### src/rtl/pipe_share_arbiter.sv
// Round-robin sharing of one fixed-latency, non-stallable pipeline with credit-based response FIFO.
// Define PIPE_SHARE_ARBITER_PERF_EN to add issue/stall counters and a FIFO overflow assertion.
module pipe_share_arbiter #(
    parameter int NUM_REQ      = 4,
    parameter int DATA_W       = 32,
    parameter int PIPE_LATENCY = 3,
    parameter int FIFO_DEPTH   = 8
) (
    input  logic                       clk,
    input  logic                       rst_n,
    input  logic [NUM_REQ-1:0]         req_valid,
    input  logic [NUM_REQ*DATA_W-1:0]  req_data,
    output logic [NUM_REQ-1:0]         req_ready,
    output logic [DATA_W-1:0]          pipe_x,
    input  logic [DATA_W-1:0]          pipe_out,
    output logic                       rsp_valid,
    input  logic                       rsp_ready,
    output logic [DATA_W-1:0]          rsp_data,
    output logic [$clog2(NUM_REQ)-1:0] rsp_id,
    output logic                       busy
`ifdef PIPE_SHARE_ARBITER_PERF_EN
    ,
    output logic [31:0]                perf_issue_cnt,
    output logic [31:0]                perf_stall_cnt
`endif
);

    localparam int ID_W  = $clog2(NUM_REQ);
    localparam int STG   = PIPE_LATENCY + 1;
    localparam int PTR_W = (FIFO_DEPTH > 1) ? $clog2(FIFO_DEPTH) : 1;
    localparam int OCC_W = $clog2(FIFO_DEPTH + 1);
    localparam int INF_W = $clog2(STG + 1);

    logic [ID_W-1:0]   rr_ptr;
    logic [ID_W-1:0]   gnt_id;
    logic [ID_W-1:0]   cand;
    logic              gnt_found;
    logic              credit_ok;
    logic              issue;
    logic              retire;
    logic              push;
    logic              pop;
    logic [STG:1]      tok_v;
    logic [ID_W-1:0]   tok_id [1:STG];
    logic [INF_W-1:0]  inflight;
    logic [OCC_W-1:0]  occ;
    logic [PTR_W-1:0]  wr_ptr;
    logic [PTR_W-1:0]  rd_ptr;
    logic [DATA_W-1:0] fifo_data [FIFO_DEPTH];
    logic [ID_W-1:0]   fifo_id   [FIFO_DEPTH];

    function automatic logic [PTR_W-1:0] ptr_inc(input logic [PTR_W-1:0] p);
        return (int'(p) == FIFO_DEPTH - 1) ? '0 : p + 1'b1;
    endfunction

    // A slot is consumed from issue until the pop edge; a same-cycle pop is not reused.
    assign credit_ok = (int'(occ) + int'(inflight)) < FIFO_DEPTH;

    always_comb begin
        gnt_found = 1'b0;
        gnt_id    = '0;
        cand      = '0;
        for (int k = 1; k <= NUM_REQ; k++) begin
            cand = ID_W'((int'(rr_ptr) + k) % NUM_REQ);
            if (!gnt_found && req_valid[cand]) begin
                gnt_found = 1'b1;
                gnt_id    = cand;
            end
        end
    end

    assign issue = rst_n & gnt_found & credit_ok;

    always_comb begin
        req_ready = '0;
        if (issue) begin
            req_ready[gnt_id] = 1'b1;
        end
    end

    assign pipe_x = issue ? req_data[int'(gnt_id)*DATA_W +: DATA_W] : '0;

    // Last token stage lines up with the cycle pipe_out holds its result.
    assign retire    = tok_v[STG];
    assign push      = retire;
    assign rsp_valid = (occ != '0);
    assign pop       = rsp_valid & rsp_ready;
    assign rsp_data  = rsp_valid ? fifo_data[rd_ptr] : '0;
    assign rsp_id    = rsp_valid ? fifo_id[rd_ptr] : '0;
    assign busy      = rsp_valid | (inflight != '0);

    always_ff @(posedge clk) begin
        if (!rst_n) begin
            rr_ptr   <= ID_W'(NUM_REQ - 1);
            tok_v    <= '0;
            inflight <= '0;
            occ      <= '0;
            wr_ptr   <= '0;
            rd_ptr   <= '0;
        end else begin
            if (issue) begin
                rr_ptr <= gnt_id;
            end
            tok_v[1] <= issue;
            for (int i = 2; i <= STG; i++) begin
                tok_v[i] <= tok_v[i-1];
            end
            inflight <= inflight + INF_W'(issue) - INF_W'(retire);
            occ      <= occ + OCC_W'(push) - OCC_W'(pop);
            if (push) begin
                wr_ptr <= ptr_inc(wr_ptr);
            end
            if (pop) begin
                rd_ptr <= ptr_inc(rd_ptr);
            end
        end
    end

    always_ff @(posedge clk) begin
        tok_id[1] <= gnt_id;
        for (int i = 2; i <= STG; i++) begin
            tok_id[i] <= tok_id[i-1];
        end
        if (push) begin
            fifo_data[wr_ptr] <= pipe_out;
            fifo_id[wr_ptr]   <= tok_id[STG];
        end
    end

`ifdef PIPE_SHARE_ARBITER_PERF_EN
    always_ff @(posedge clk) begin
        if (!rst_n) begin
            perf_issue_cnt <= '0;
            perf_stall_cnt <= '0;
        end else begin
            if (issue && perf_issue_cnt != '1) begin
                perf_issue_cnt <= perf_issue_cnt + 32'd1;
            end
            if (|req_valid && !credit_ok && perf_stall_cnt != '1) begin
                perf_stall_cnt <= perf_stall_cnt + 32'd1;
            end
        end
    end

    always_ff @(posedge clk) begin
        if (rst_n) begin
            assert (!(push && occ == OCC_W'(FIFO_DEPTH)));
        end
    end
`endif

endmodule
### config.mk
export PLATFORM = sky130hd
export DESIGN_NAME = pipe_share_arbiter
export DESIGN_NICKNAME = d
export VERILOG_FILES = /design/src/rtl/pipe_share_arbiter.sv
export SDC_FILE = /design/constraint.sdc
export NUM_CORES = 1
export LEC_CHECK = 0
export ABC_AREA = 0
export BUFFER_PORTS_ARGS = -buffer_cell sky130_fd_sc_hd__buf_4
export CAP_MARGIN = 20
export CORE_ASPECT_RATIO = 0.7
export CORE_MARGIN = 2
export CORE_UTILIZATION = 57
export CTS_BUF_LIST = sky130_fd_sc_hd__clkbuf_8
export CTS_CLUSTER_DIAMETER = 30
export DETAILED_ROUTE_END_ITERATION = 12
export PLACE_DENSITY = 0.84
export SYNTH_ARGS = -nofsm -noshare
export SYNTH_HDL_FRONTEND = slang
export SYNTH_SLANG_ARGS = --single-unit
### constraint.sdc
create_clock -name clk -period 4 [get_ports clk]
set_clock_uncertainty 0.05 [all_clocks]
set_input_delay 0.2 -clock clk [delete_from_list [all_inputs] [get_ports clk]]
set_output_delay 0.2 -clock clk [all_outputs]
set_load 0.1 [all_outputs]
# --- Yosys cells after proc, flatten, opt, wreduce, memory -nomap -nowiden ---
# Memories as Yosys holds them, arrays and structs flattened. A register that Yosys moved wholly into a read port is not among the register bits.
# Index checks and enable logic that the tools add are counted.
totals:
  regBits: 19
  latchBits: 0
  ram_bits: 280
  romBits: 0
  inputBits: 167
  out_inout_bits: 72
  wordCells: 73
  mem_count: 3
memory_table:
  columns: ["name", "words", "width", "read_ports", "rd_clocked_by_memory_dff", "write_ports", "line_no", "text"]
  rows:
  - ["fifo_data", 8, 32, 1, 1, 1, "49", "logic [DATA_W-1:0] fifo_data [FIFO_DEPTH];"]
  - ["fifo_id", 8, 2, 1, 1, 1, "50", "logic [ID_W-1:0] fifo_id [FIFO_DEPTH];"]
  - ["tok_id", 4, 2, 4, 0, 4, "44", "logic [ID_W-1:0] tok_id [1:STG];"]
classes:
  n_addsub: 11
  n_mul: 0
  div: 0
  order_cmp: 7
  eq_ne: 2
  n_shift: 1
  mux: 30
  bitwise: 4
  reduce_logical: 9
ops:
  columns: ["operator", "count"]
  rows:
  - ["$shiftx A128 B8 Y32", 1]
  - ["$mux W32", 2]
  - ["$mux W3", 6]
  - ["$lt A2 B3 Y1 const B", 5]
  - ["$mux W1", 11]
  - ["$mux W2", 5]
  - ["$bmux W1 S2", 4]
  - ["$add A3 B1 Y3 const B", 2]
  - ["$eq A3 B1 Y1 const B", 2]
  - ["$add A4 B3 Y5", 1]
  - ["$lt A5 B4 Y1 const B", 1]
  - ["$add A2 B1 Y2 const B", 2]
  - ["$add A2 B2 Y2 const B", 2]
  - ["$add A4 B1 Y4", 1]
  - ["$logic_and A1 B1 Y1", 4]
  - ["$mux W4", 1]
  - ["$reduce_bool A4 Y1", 1]
  - ["$sub A4 B1 Y4", 1]
  - ["$add A3 B1 Y3", 1]
  - ["$and A1 B1 Y1", 3]
  - ["$logic_not A1 Y1", 3]
  - ["$reduce_bool A3 Y1", 1]
  - ["$sub A3 B1 Y3", 1]
  - ["$demux W1 S2", 1]
  - ["2 further kinds", 2]

# --- Longest topological paths before layout ---
depth:
  depth_word: 18
  depth_mapped: 14
  ltp_nobuf: 13

# --- Worst setup path after synthesis ---
# OpenSTA, ideal clock, no wires.
synth_path:
  path_kind: "reg2reg"
  from: "reg tok_v[4] in the netlist's numbering"
  to: "mem fifo_data[0][0], enable pin"
  arrival_time_ps: 2919
  required_ps: 3482
  path_slack_ps: 563
  stages_incl_launch_ff: 3
  n_path_buf: 0
  synth_period_minus_slack_ps: 3437
  path_cell_list: "dfxtp_1 > nand2b_1 > nor3_1"
synth_via:
  elab_chain_cells: 2
synth_lines:
  columns: ["item", "line_no", "text"]
  rows:
  - ["start, declared", "43", "logic [STG:1] tok_v;"]
  - ["start signal, assigned by index", "106", "tok_v[i] <= tok_v[i-1];"]
  - ["$mux W1", "124", "if (push) begin"]
  - ["$mux W1 (implied by the code)", "125", "fifo_data[wr_ptr] <= pipe_out;"]
  - ["end, declared", "49", null]
# Every way passes these cells.

# --- Worst setup path after layout ---
layout_path:
  from: "reg rr_ptr[0]"
  to: "out pipe_x[17]"
layout_via:
  elab_chain_cells: 16
layout_lines:
  columns: ["item", "line_no", "text"]
  rows:
  - ["start, declared", "34", "logic [ID_W-1:0] rr_ptr;"]
  - ["start signal, assigned", "94", "rr_ptr <= ID_W'(NUM_REQ - 1);"]
  - ["start signal, assigned", "102", "rr_ptr <= gnt_id;"]
  - ["branches (longest 15 deep; another with $add A2 B1 Y2)", null, null]
  - ["$mux W32 *", "81", "assign pipe_x = issue ? req_data[int'(gnt_id)*DATA_W +: DATA_W] : '0;"]
  - ["end, declared", "14", "output logic [DATA_W-1:0] pipe_x,"]
# Mark *: on every way between the ends. The select of a mux whose other input is x is not followed.

==> flow_summary.json <==
{
  "worst_r2r_path_depth": 13,
  "timing.rr.start": "occ[2]$_SDFF_PN0_",
  "track_usage": 0.236,
  "cts_tree": "built",
  "drive_gt1_frac": 0.398,
  "drt_iter0_drc": 665,
  "drv_cap": 0,
  "maxSlewHeadroom": 0.349,
  "peakVddDrop_mv": 0.398,
  "min_path_cells": 3,
  "timing.critical_path.from_type": "flip-flop",
  "whs_endpoint": "tok_id[0][3]$_DFF_P_",
  "area_delta_synth_final_pct": 25.7,
  "first_pass_iters": 5,
  "p_seq_frac": 0.352,
  "worstMarginPinSlew_ns": 0.975,
  "period_needed_ns": 3.19,
  "grt_setup_unrepaired": "no",
  "r2r_end": "occ[2]$_SDFF_PN0_",
  "crit_path_end_kind": "output port",
  "fill_cells": 1315,
  "synth_seq_cells": 302,
  "ctsHtreeMaxLevel": 2,
  "cts-buffers-inserted": 43,
  "finish.instance_area_um2": 15900,
  "synth_xor_area_frac": 0.00276,
  "cts.sinks": 302,
  "avgRoutedWirePerCell_um": 21.1,
  "grt_max_degree": 37,
  "routed_wirelength_um": 27300,
  "yosys_warnings": 0,
  "synth_top_family_by_area": "multiplexers",
  "io-pin-count": 239,
  "p_leak_nw": 5.91,
  "required_ns": 3.75,
  "num_rows": 45,
  "finalWeightedCongestion": 0.887,
  "ant_nets": 0,
  "finalHoldViolations": 0,
  "avgSynthCellArea_um2": 18.6,
  "clock-root-buffer": "clkbuf_8",
  "synthAdderAreaFrac": 0.0160,
  "port_buffers": 238,
  "route.detailed.drc": 0,
  "cts_resized": 0,
  "grt_pass1_wl_um": 42000,
  "antennaDiodeCount": 0,
  "clock.fmax_mhz": 313,
  "comb_power_share": 0.426,
  "setup_viol": 0,
  "post_dp_cell_area_um2": 14800,
  "synthMuxAreaShare": 0.200,
  "clk_pin_slew_ns": 0.06,
  "slew_viol_final": 0,
  "syn_nets": 864,
  "hp-class": "input port to flip-flop",
  "dieArea_um2": 23500,
  "cp_max_fo": 15,
  "dominantRegCellSynth": "edfxtp_1",
  "routed_via_density": 5.67,
  "vias": 7323,
  "synth-compound-area-share": 0.0306,
  "power_per_cell_area_nw_per_um2": 650,
  "status": "finished, final reports clean",
  "yosysUniqueCellTypes": 43,
  "hpwl_um": 16900,
  "synth_simple_gate_area_share": 0.0343,
  "min_period_over_period": 0.798,
  "yosysTopAreaCellShare": 0.644,
  "cts_buffer_depth": 3,
  "yosysMostFrequentCell": "edfxtp_1",
  "syn-instance-count": 682,
  "switching_power_mw": 4.43,
  "fin_setup_tns_ns": 0,
  "synth_edf_count": 272,
  "crit_arrival_ns": 2.94,
  "insertion_delay_ns": 0.53,
  "synthTopCellsByCount": "edfxtp_1 (272), mux2i_1 (100), mux4_2 (68), nor2_1 (49), dfxtp_1 (30)",
  "die_w_um": 182,
  "final_nets": 1160,
  "antenna_found_initial": 0,
  "overflow": 0,
  "syn_area_um2": 12700,
  "p_sw_frac": 0.428,
  "ys_top_cells_by_area": "edfxtp_1 (64%), mux4_2 (12%), mux2i_1 (7.9%), dfxtp_1 (4.7%), nor2_1 (1.5%)",
  "die_y_um": 129,
  "power_frac_clock": 0.221,
  "grt_pass1_vias": 7739,
  "synth_area_leader_cell": "edfxtp_1",
  "ys_async_sr_fraction": 0,
  "critPathKind": "flip-flop to output port",
  "initial_utilization": 0.583,
  "fin_total_pwr_mw": 10.4,
  "coreArea_um2": 21700,
  "yosysSeqAreaShare": 0.692,
  "internal-power_mw": 5.93,
  "r2r_slack_ns": 0.91,
  "min_from": "req_valid[3]"
}
==> cell usage in the layout (no fill, tap or decap), drive strengths merged, types with 3 or more instances in the layout <==
cell,count
inv,31
xnor2,3
nor2b,5
nand2b,5
a21boi,3
dlygate4sd3,34
edfxtp,272
nor3,6
clkbuf,46
nor2,49
and2,11
nand2,11
clkinv,12
o22ai,34
mux2i,100
dfxtp,30
buf,255
ha,13
mux4,68
==> worst max-delay path by stage <==
stage,cells past startpoint,startpoint,slack (ns),to
4_1_cts,7,rr_ptr[0]$_SDFFE_PN1P_,0.78,pipe_x[17]
3_5_place_dp,13,occ[2]$_SDFF_PN0_,0.91,occ[2]$_SDFF_PN0_
6_report,7,rr_ptr[0]$_SDFFE_PN1P_,0.81,pipe_x[17]
2_1_floorplan,2,tok_v[4]$_SDFF_PN0_,0.56,fifo_data[0][0]$_DFFE_PP_
3_3_place_gp,13,occ[2]$_SDFF_PN0_,1.04,occ[2]$_SDFF_PN0_
5_1_grt,7,rr_ptr[0]$_SDFFE_PN1P_,0.58,pipe_x[17]
==> what timing repair did <==
action	in CTS	in global routing
buffers inserted	0	0
endpoints found under the hold margin	277	0
hold buffers	34	0
==> cell families after synthesis <==
| kind of cell | after synthesis |
|---|---|
| AOI/OAI and AO/OA | 47 |
| xor gates and xnor gates | 4 |
| adders and majority gates | 15 |
| buffers and inverters | 53 |
| DFF | 302 |
| muxes | 168 |
| and+or+nand+nor | 93 |
==> critical path, stage by stage (launching register included) <==
cell and delay, ns:
dfxtp_1 0.40, nor2b_4 0.06, o21a_1 0.23, nor3_4 0.67, buf_4 0.39, mux2i_1 0.11
o22ai_1 0.21, buf_4 0.34
==> metrics by stage <==
stage,hold slack [ns],worst slack (ns),utilization,instances
after global placement,0.261,1.04,0.681,1181
after floorplan,0.249,0.563,-,682
final,0.0199,0.807,0.734,1291
after detailed placement,0.268,0.910,0.681,1181
after CTS,0.00539,0.781,0.734,1291
after global routing,0.0412,0.583,0.734,1291
==> layout make-up <==
class | instances | area (um^2) | share of cell area
clock buffer | 46 | 633 | 0.0397
clock inverter | 30 | 176 | 0.0111
inverter | 15 | 56.3 | 0.00353
multi-input combinational | 327 | 3660 | 0.229
sequential | 302 | 8770 | 0.550
tap | 282 | 353 | 0.0221
timing repair buffer | 289 | 2290 | 0.144
==> registers in the layout, summed over array words and instances, names as in the netlist, named ones only <==
register   cells
fifo_id       16
rr_ptr         2
occ            4
tok_id         8
fifo_data    256
inflight       3
tok_v          4
wr_ptr         3
rd_ptr         3
==> power by group through the flow <==
stage	clock, mW	sequential (mW)	combinational [mW]
floorplan	0	3.63	3.58
global placement	0	3.72	4.36
detailed placement	0	3.72	4.40
CTS	2.32	3.66	4.43
global route	2.49	3.67	4.60
finish	2.30	3.65	4.42
==> per-layer routing <==
| metal | track usage | up-vias | wire length [um] |
|---|---|---|---|
| li1 | - | 3328 | - |
| met1 | 0.321 | 3629 | 11100 |
| met2 | 0.392 | 325 | 13500 |
| met3 | 0.0549 | 41 | 2200 |
| met4 | 0.0636 | 0 | 414 |
| met5 | 0 | - | 0 |
Note: power is estimated with default switching activity, not from simulation.
